### src/rtl/note_sequencer_pkg.sv
// Package: note_sequencer_pkg
// Purpose : Types and constants shared by the note sequencer and its
//           register-file table. REST_COUNT is also the count the downstream
//           clock divider idles at, so a rest and an idle sequencer look the
//           same to the divider.
package note_sequencer_pkg;

  typedef enum logic {
    IDLE = 1'b0,
    PLAY = 1'b1
  } state_t;

  // 0.25 s per step at a 50 MHz inclk.
  localparam logic [31:0] TICKS_PER_STEP_DEFAULT = 32'd12500000;

  // Divider count driven while idle or while a rest step plays.
  localparam int REST_COUNT = 1;

endpackage

### src/rtl/note_sequencer_table.sv
// Module : seq_table
// Purpose: DEPTH x CW register file holding divider counts for each step.
//          Synchronous write, every entry resets to REST_COUNT, and the read
//          port is combinational so that a step load on a given edge sees the
//          value stored before any write landing on that same edge.
// Ports  :
//   inclk   in  system clock
//   Reset   in  synchronous active-high reset (all entries -> REST_COUNT)
//   wr_en   in  write strobe
//   wr_addr in  write address
//   wr_data in  write data (0 = rest)
//   rd_addr in  read address
//   rd_data out combinational read data
module seq_table
  import note_sequencer_pkg::*;
#(
  parameter int DEPTH = 8,
  parameter int CW    = 32,
  localparam int AW   = $clog2(DEPTH)
) (
  input  logic          inclk,
  input  logic          Reset,
  input  logic          wr_en,
  input  logic [AW-1:0] wr_addr,
  input  logic [CW-1:0] wr_data,
  input  logic [AW-1:0] rd_addr,
  output logic [CW-1:0] rd_data
);

  logic [CW-1:0] r_mem [DEPTH];

  always_ff @(posedge inclk) begin
    if (Reset) begin
      for (int i = 0; i < DEPTH; i++) begin
        r_mem[i] <= CW'(REST_COUNT);
      end
    end else if (wr_en) begin
      r_mem[wr_addr] <= wr_data;
    end
  end

  assign rd_data = r_mem[rd_addr];

endmodule

### src/rtl/note_sequencer.sv
// Module : note_sequencer
// Purpose: Upstream control stage for the programmable clock divider. Plays a
//          sequence of divider counts out of a writable table, holding each
//          step for TICKS_PER_STEP cycles. Entries of 0 are rests (count held
//          at REST_COUNT, tone disabled). Supports play, stop and looping.
// Ports  :
//   inclk         in  system clock
//   Reset         in  synchronous active-high reset
//   wr_en/addr/data in table write port, accepted in any state
//   play          in  start request (level, only acted on in IDLE)
//   stop          in  abort request (level, only acted on in PLAY)
//   loop_en       in  restart at step 0 after the last step
//   seq_len       in  number of steps to play, latched at start
//   div_clk_count out count for the downstream divider
//   tone_en       out high while the current step is a note
//   step_idx      out index of the current step
//   busy          out high in PLAY
//   done          out one-cycle pulse on natural completion
module note_sequencer
  import note_sequencer_pkg::*;
#(
  parameter logic [31:0] TICKS_PER_STEP = TICKS_PER_STEP_DEFAULT,
  parameter int          DEPTH          = 8,
  parameter int          CW             = 32,
  localparam int         AW             = $clog2(DEPTH),
  localparam int         LW             = AW + 1
) (
  input  logic          inclk,
  input  logic          Reset,
  input  logic          wr_en,
  input  logic [AW-1:0] wr_addr,
  input  logic [CW-1:0] wr_data,
  input  logic          play,
  input  logic          stop,
  input  logic          loop_en,
  input  logic [LW-1:0] seq_len,
  output logic [CW-1:0] div_clk_count,
  output logic          tone_en,
  output logic [AW-1:0] step_idx,
  output logic          busy,
  output logic          done
);

  state_t        r_state,    w_state_next;
  logic [31:0]   r_tick,     w_tick_next;
  logic [LW-1:0] r_len,      w_len_next;
  logic [AW-1:0] r_step_idx, w_idx_next;
  logic [CW-1:0] r_count,    w_count_next;
  logic          r_tone,     w_tone_next;
  logic          r_busy,     w_busy_next;
  logic          r_done,     w_done_next;

  logic          w_load;
  logic [AW-1:0] w_rd_addr;
  logic [CW-1:0] w_rd_data;
  logic [LW-1:0] w_len_clamped;
  logic          w_last_tick;
  logic          w_more_steps;

  seq_table #(
    .DEPTH (DEPTH),
    .CW    (CW)
  ) u_table (
    .inclk   (inclk),
    .Reset   (Reset),
    .wr_en   (wr_en),
    .wr_addr (wr_addr),
    .wr_data (wr_data),
    .rd_addr (w_rd_addr),
    .rd_data (w_rd_data)
  );

  // seq_len can ask for more steps than the table holds; play the whole table.
  assign w_len_clamped = (seq_len > LW'(DEPTH)) ? LW'(DEPTH) : seq_len;
  assign w_last_tick   = (r_tick == TICKS_PER_STEP - 32'd1);
  // r_len >= 1 whenever PLAY is active, so len-1 cannot underflow here.
  assign w_more_steps  = ({1'b0, r_step_idx} < (r_len - LW'(1)));

  always_comb begin
    w_state_next = r_state;
    w_tick_next  = r_tick;
    w_len_next   = r_len;
    w_idx_next   = r_step_idx;
    w_count_next = r_count;
    w_tone_next  = r_tone;
    w_busy_next  = r_busy;
    w_done_next  = 1'b0;
    w_load       = 1'b0;
    w_rd_addr    = '0;

    case (r_state)
      IDLE: begin
        if (play && !stop && (seq_len != '0)) begin
          w_state_next = PLAY;
          w_busy_next  = 1'b1;
          w_idx_next   = '0;
          w_tick_next  = 32'd0;
          w_len_next   = w_len_clamped;
          w_load       = 1'b1;
          w_rd_addr    = '0;
        end
      end
      PLAY: begin
        // stop is checked first so it beats a same-cycle step advance.
        if (stop || (w_last_tick && !w_more_steps && !loop_en)) begin
          w_state_next = IDLE;
          w_tick_next  = 32'd0;
          w_len_next   = '0;
          w_idx_next   = '0;
          w_count_next = CW'(REST_COUNT);
          w_tone_next  = 1'b0;
          w_busy_next  = 1'b0;
          w_done_next  = !stop;
        end else if (w_last_tick) begin
          w_tick_next = 32'd0;
          w_load      = 1'b1;
          if (w_more_steps) begin
            w_idx_next = r_step_idx + AW'(1);
            w_rd_addr  = r_step_idx + AW'(1);
          end else begin
            w_idx_next = '0;
            w_rd_addr  = '0;
          end
        end else begin
          w_tick_next = r_tick + 32'd1;
        end
      end
      default: begin
        w_state_next = IDLE;
      end
    endcase

    // The table read is combinational, so a write on this same edge is not
    // yet visible and the step loads the old entry.
    if (w_load) begin
      w_count_next = (w_rd_data == '0) ? CW'(REST_COUNT) : w_rd_data;
      w_tone_next  = (w_rd_data != '0);
    end
  end

  always_ff @(posedge inclk) begin
    if (Reset) begin
      r_state    <= IDLE;
      r_tick     <= 32'd0;
      r_len      <= '0;
      r_step_idx <= '0;
      r_count    <= CW'(REST_COUNT);
      r_tone     <= 1'b0;
      r_busy     <= 1'b0;
      r_done     <= 1'b0;
    end else begin
      r_state    <= w_state_next;
      r_tick     <= w_tick_next;
      r_len      <= w_len_next;
      r_step_idx <= w_idx_next;
      r_count    <= w_count_next;
      r_tone     <= w_tone_next;
      r_busy     <= w_busy_next;
      r_done     <= w_done_next;
    end
  end

  assign div_clk_count = r_count;
  assign tone_en       = r_tone;
  assign step_idx      = r_step_idx;
  assign busy          = r_busy;
  assign done          = r_done;

endmodule

### config.mk
export PLATFORM = sky130hd
export DESIGN_NAME = note_sequencer
export DESIGN_NICKNAME = d
export VERILOG_FILES = /design/src/rtl/note_sequencer_pkg.sv /design/src/rtl/note_sequencer_table.sv /design/src/rtl/note_sequencer.sv
export SDC_FILE = /design/constraint.sdc
export NUM_CORES = 1
export LEC_CHECK = 0
export CORE_UTILIZATION = 45
export DETAILED_ROUTE_END_ITERATION = 12
export HOLD_SLACK_MARGIN = 0.02
export SKIP_CTS_REPAIR_TIMING = 1
export SLEW_MARGIN = 0
export SYNTH_ARGS = -nofsm -noshare
export SYNTH_HDL_FRONTEND = slang
export SYNTH_SLANG_ARGS = --single-unit
### constraint.sdc
create_clock -name inclk -period 8.57 [get_ports inclk]
set_input_delay 1.2855 -clock inclk [delete_from_list [all_inputs] [get_ports inclk]]
set_output_delay 1.2855 -clock inclk [all_outputs]
set_load 0.01 [all_outputs]
==> metrics <==
max incr delay on CP=0.76 ns; Max Root-Sink Buffers=3; drt drc=0; post-route cell area=0.0175 sq mm; Reg2Reg Depth=14; crit end category=register; vias in the first global route=9892; clock root cell=clkbuf_16; DP Cell Count=1696; worst path buffer plus inverter count=2; GRT Total Usage=0.260; Post-synth ARST share=0; Synth area leader=edfxtp_1; EDFF count, synth=256; Max Slew Vio Count=0; Starting Density=0.459; WP data required=8.96 ns; post-route ant nets=0; fraction of layout cells with a size suffix above 1=0.106; Reg2Reg Capture Point=tone_en; crit-path cells=clkdlybuf4s50_1, and3b_1, mux2i_1, a2111o_1, buf_4, mux2_2, o21ai_0, nand2_1, nor4_1, nand4_1, nor4_2, o21ai_0; Setup Slack @ Placement=3.12 ns; Netlist cell types=57; number of synthesized register bits=331; TritonCTS clock tree=built; WP data arrival=5.43 ns; leak pwr=6.04 nW; first-pass GRT wire length=63.5 mm; number of cell rows=66; met1 GRT Util=0.340; final setup margin=3.53 ns; number of antenna violations at the first check in global routing=2; worst rel slew slack=0.200; Crit Path Class=primary input to register; largest net degree at the start of global routing=34; GPL Wtd Cong=0.846; total power=3.63 mW; peak supply drop=167 uV; Syn. warnings=0; CTS buffer count=36; Top Ports=83; 1st-iter DRT viols=788; core area=0.0326 sq mm; Worst Hold End=div_clk_count[30]; R2R setup slack=4.01 ns; final hold vios=0; setup TNS=0 ns; Hold Path Stages=2; Die X=184 microns; Max Cap Viol=0; CP dominant cell by count=o21ai_0; final hold slack=0.457 ns; Final period util=0.589; final wirelength=43.6 mm; area growth from synthesis to layout=17.1%; PwrDens=207 mW/mm^2; clk sinks=331; Post-synth top flop=edfxtp_1; Non-Filler Instances=1759; Core Util, Final=0.537; top-area cell type share of the netlist area=0.514; Syn Std Cell Area=0.0150 sq mm; Syn Area/Cell=12.4 sq um; minimum clock period=5.04 ns; clk_skew=0.0143 ns; Max Clk Rate=198 MHz; syn nets=1261; number of vias per cell=5.69; grt met2 use=0.440; number of port buffers=82; dpl hpwl=25.2 mm; Wirelength per Cell=24.8 microns; Worst Hold Class=register to register; Final Setup Violations=0; CTS H-tree lvls=2; worst skew pair latency=0.53 ns; Top Usage Layer GRT=met2; gr ovfl total=0; clock transition at the registers of the reported paths=0.06 ns; n_diodes=0; Die Ht=184 microns; Top delay family on crit path=simple AND/OR/NAND/NOR gates; Area contributors post-synth=edfxtp_1, and2_1, dfxtp_1; Post-DP Area=0.0163 sq mm; Slew @ Worst Pin=1.20 ns; CP max FO=12; worst r2r src=r_len[0]; Vias=10.0k; CP Depth=12; RSZ-0062 raised after global routing=false; cells after synthesis=1211; register area share after synthesis=0.614; slowest CP cell=a2111o_1; Initial DRT Pass Iterations=5; status=finished, final reports clean; Hold Path Origin=div_clk_count[30]; Final nets=1342; GR Layer Usage met3=0.0393; die footprint=0.0340 sq mm; Startpoint Class=primary input
==> sequential cells by signal, indices dropped and copies added (netlist names), 3 cells and up <==
name and count:
step_idx 3, u_table.r_mem 256, r_len 4, r_tick 32, div_clk_count 32
==> routing by layer <==
metal / wire length [microns] / part of all wire
met4: 1340 / 0.031
met5: 13 / 0.00030
met2: 21000 / 0.48
met3: 2830 / 0.065
met1: 18400 / 0.42
==> cell families (layout without fill, tap and decap cells) <==
group                    count (synthesis)  in the layout  synth area share
multiplexers                           108            108            0.0748
buffers and inverters                   73            179            0.0205
AO/OA/AOI/OAI                          180            180            0.0830
adder cells (fa/ha/maj)                  5              5           0.00418
flip-flops                             331            331             0.614
AND/OR/NAND/NOR                        483            483             0.185
XOR/XNOR                                31             31            0.0182
==> layout make-up <==
cell class / count / area (sq um)
Clock inverter: 20 / 253
Multi-Input combinational cell: 807 / 5530
Sequential cell: 331 / 9190
Inverter: 5 / 18.8
Timing Repair Buffer: 111 / 1040
Clock buffer: 43 / 937
Tap cell: 442 / 553
Fill cell: 2772 / 15100
==> worst register-to-register path, delay by kind of cell, from the launching register on <==
kind,cells,cell delay [ns]
AOI/OAI and AO/OA,4,1.49
adders and majority gates,2,0.48
buffers and inverters,2,0.42
DFF,1,0.39
muxes,1,0.31
and+or+nand+nor,5,1.33
==> layout by cell type, fill, tap and decap left out, types with 8 or more instances in the layout <==
cell,instances
a221oi_1,14
nand2b_1,9
clkdlybuf4s50_1,82
a21oi_1,37
nand4_1,11
dfxtp_1,75
xor2_1,20
and2_1,254
a22oi_1,10
o2111ai_1,11
or3_1,12
a22o_1,21
mux2_2,30
nand3_1,24
or2_2,8
nor2_1,50
clkbuf_16,36
o21ai_0,47
mux2i_1,78
nand2_1,62
edfxtp_1,256
buf_4,29
xnor2_1,11
==> Yosys cell counts (all sizes together), types with 3 or more instances <==
library cell and n:
nor4b 6, a221oi 14, a22oi 10, nor2 56
or2 8, a221o 7, clkbuf 56, xnor2 11
xor2 20, mux2i 78, o21ai 51, nor2b 4
a21o 7, nor3 7, a22o 21, ha 5
edfxtp 256, and4 7, nand2b 9, nor4 7
mux2 30, and3 4, a21oi 38, o211ai 7
dfxtp 75, nand4 11, buf 12, a2111oi 3
and2 254, nand3 24, or3 13, nand2 62
inv 5, o2111ai 11
==> how the worst max path moves through the flow <==
stage	from	endpoint	slack, ns
finish	stop	tone_en	3.53
floorplan	stop	div_clk_count[0]	4.67
detailed placement	stop	tone_en	3.12
global route	stop	tone_en	3.28
CTS	stop	tone_en	3.59
global placement	stop	tone_en	3.18
==> power by group <==
group | switching, mW | internal, mW | leakage (nW)
Combinational | 0.139 | 0.0815 | 2.39
Clock | 0.638 | 0.935 | 0.584
Sequential | 0.0280 | 1.81 | 3.06
(Power assumes the default switching activity.)
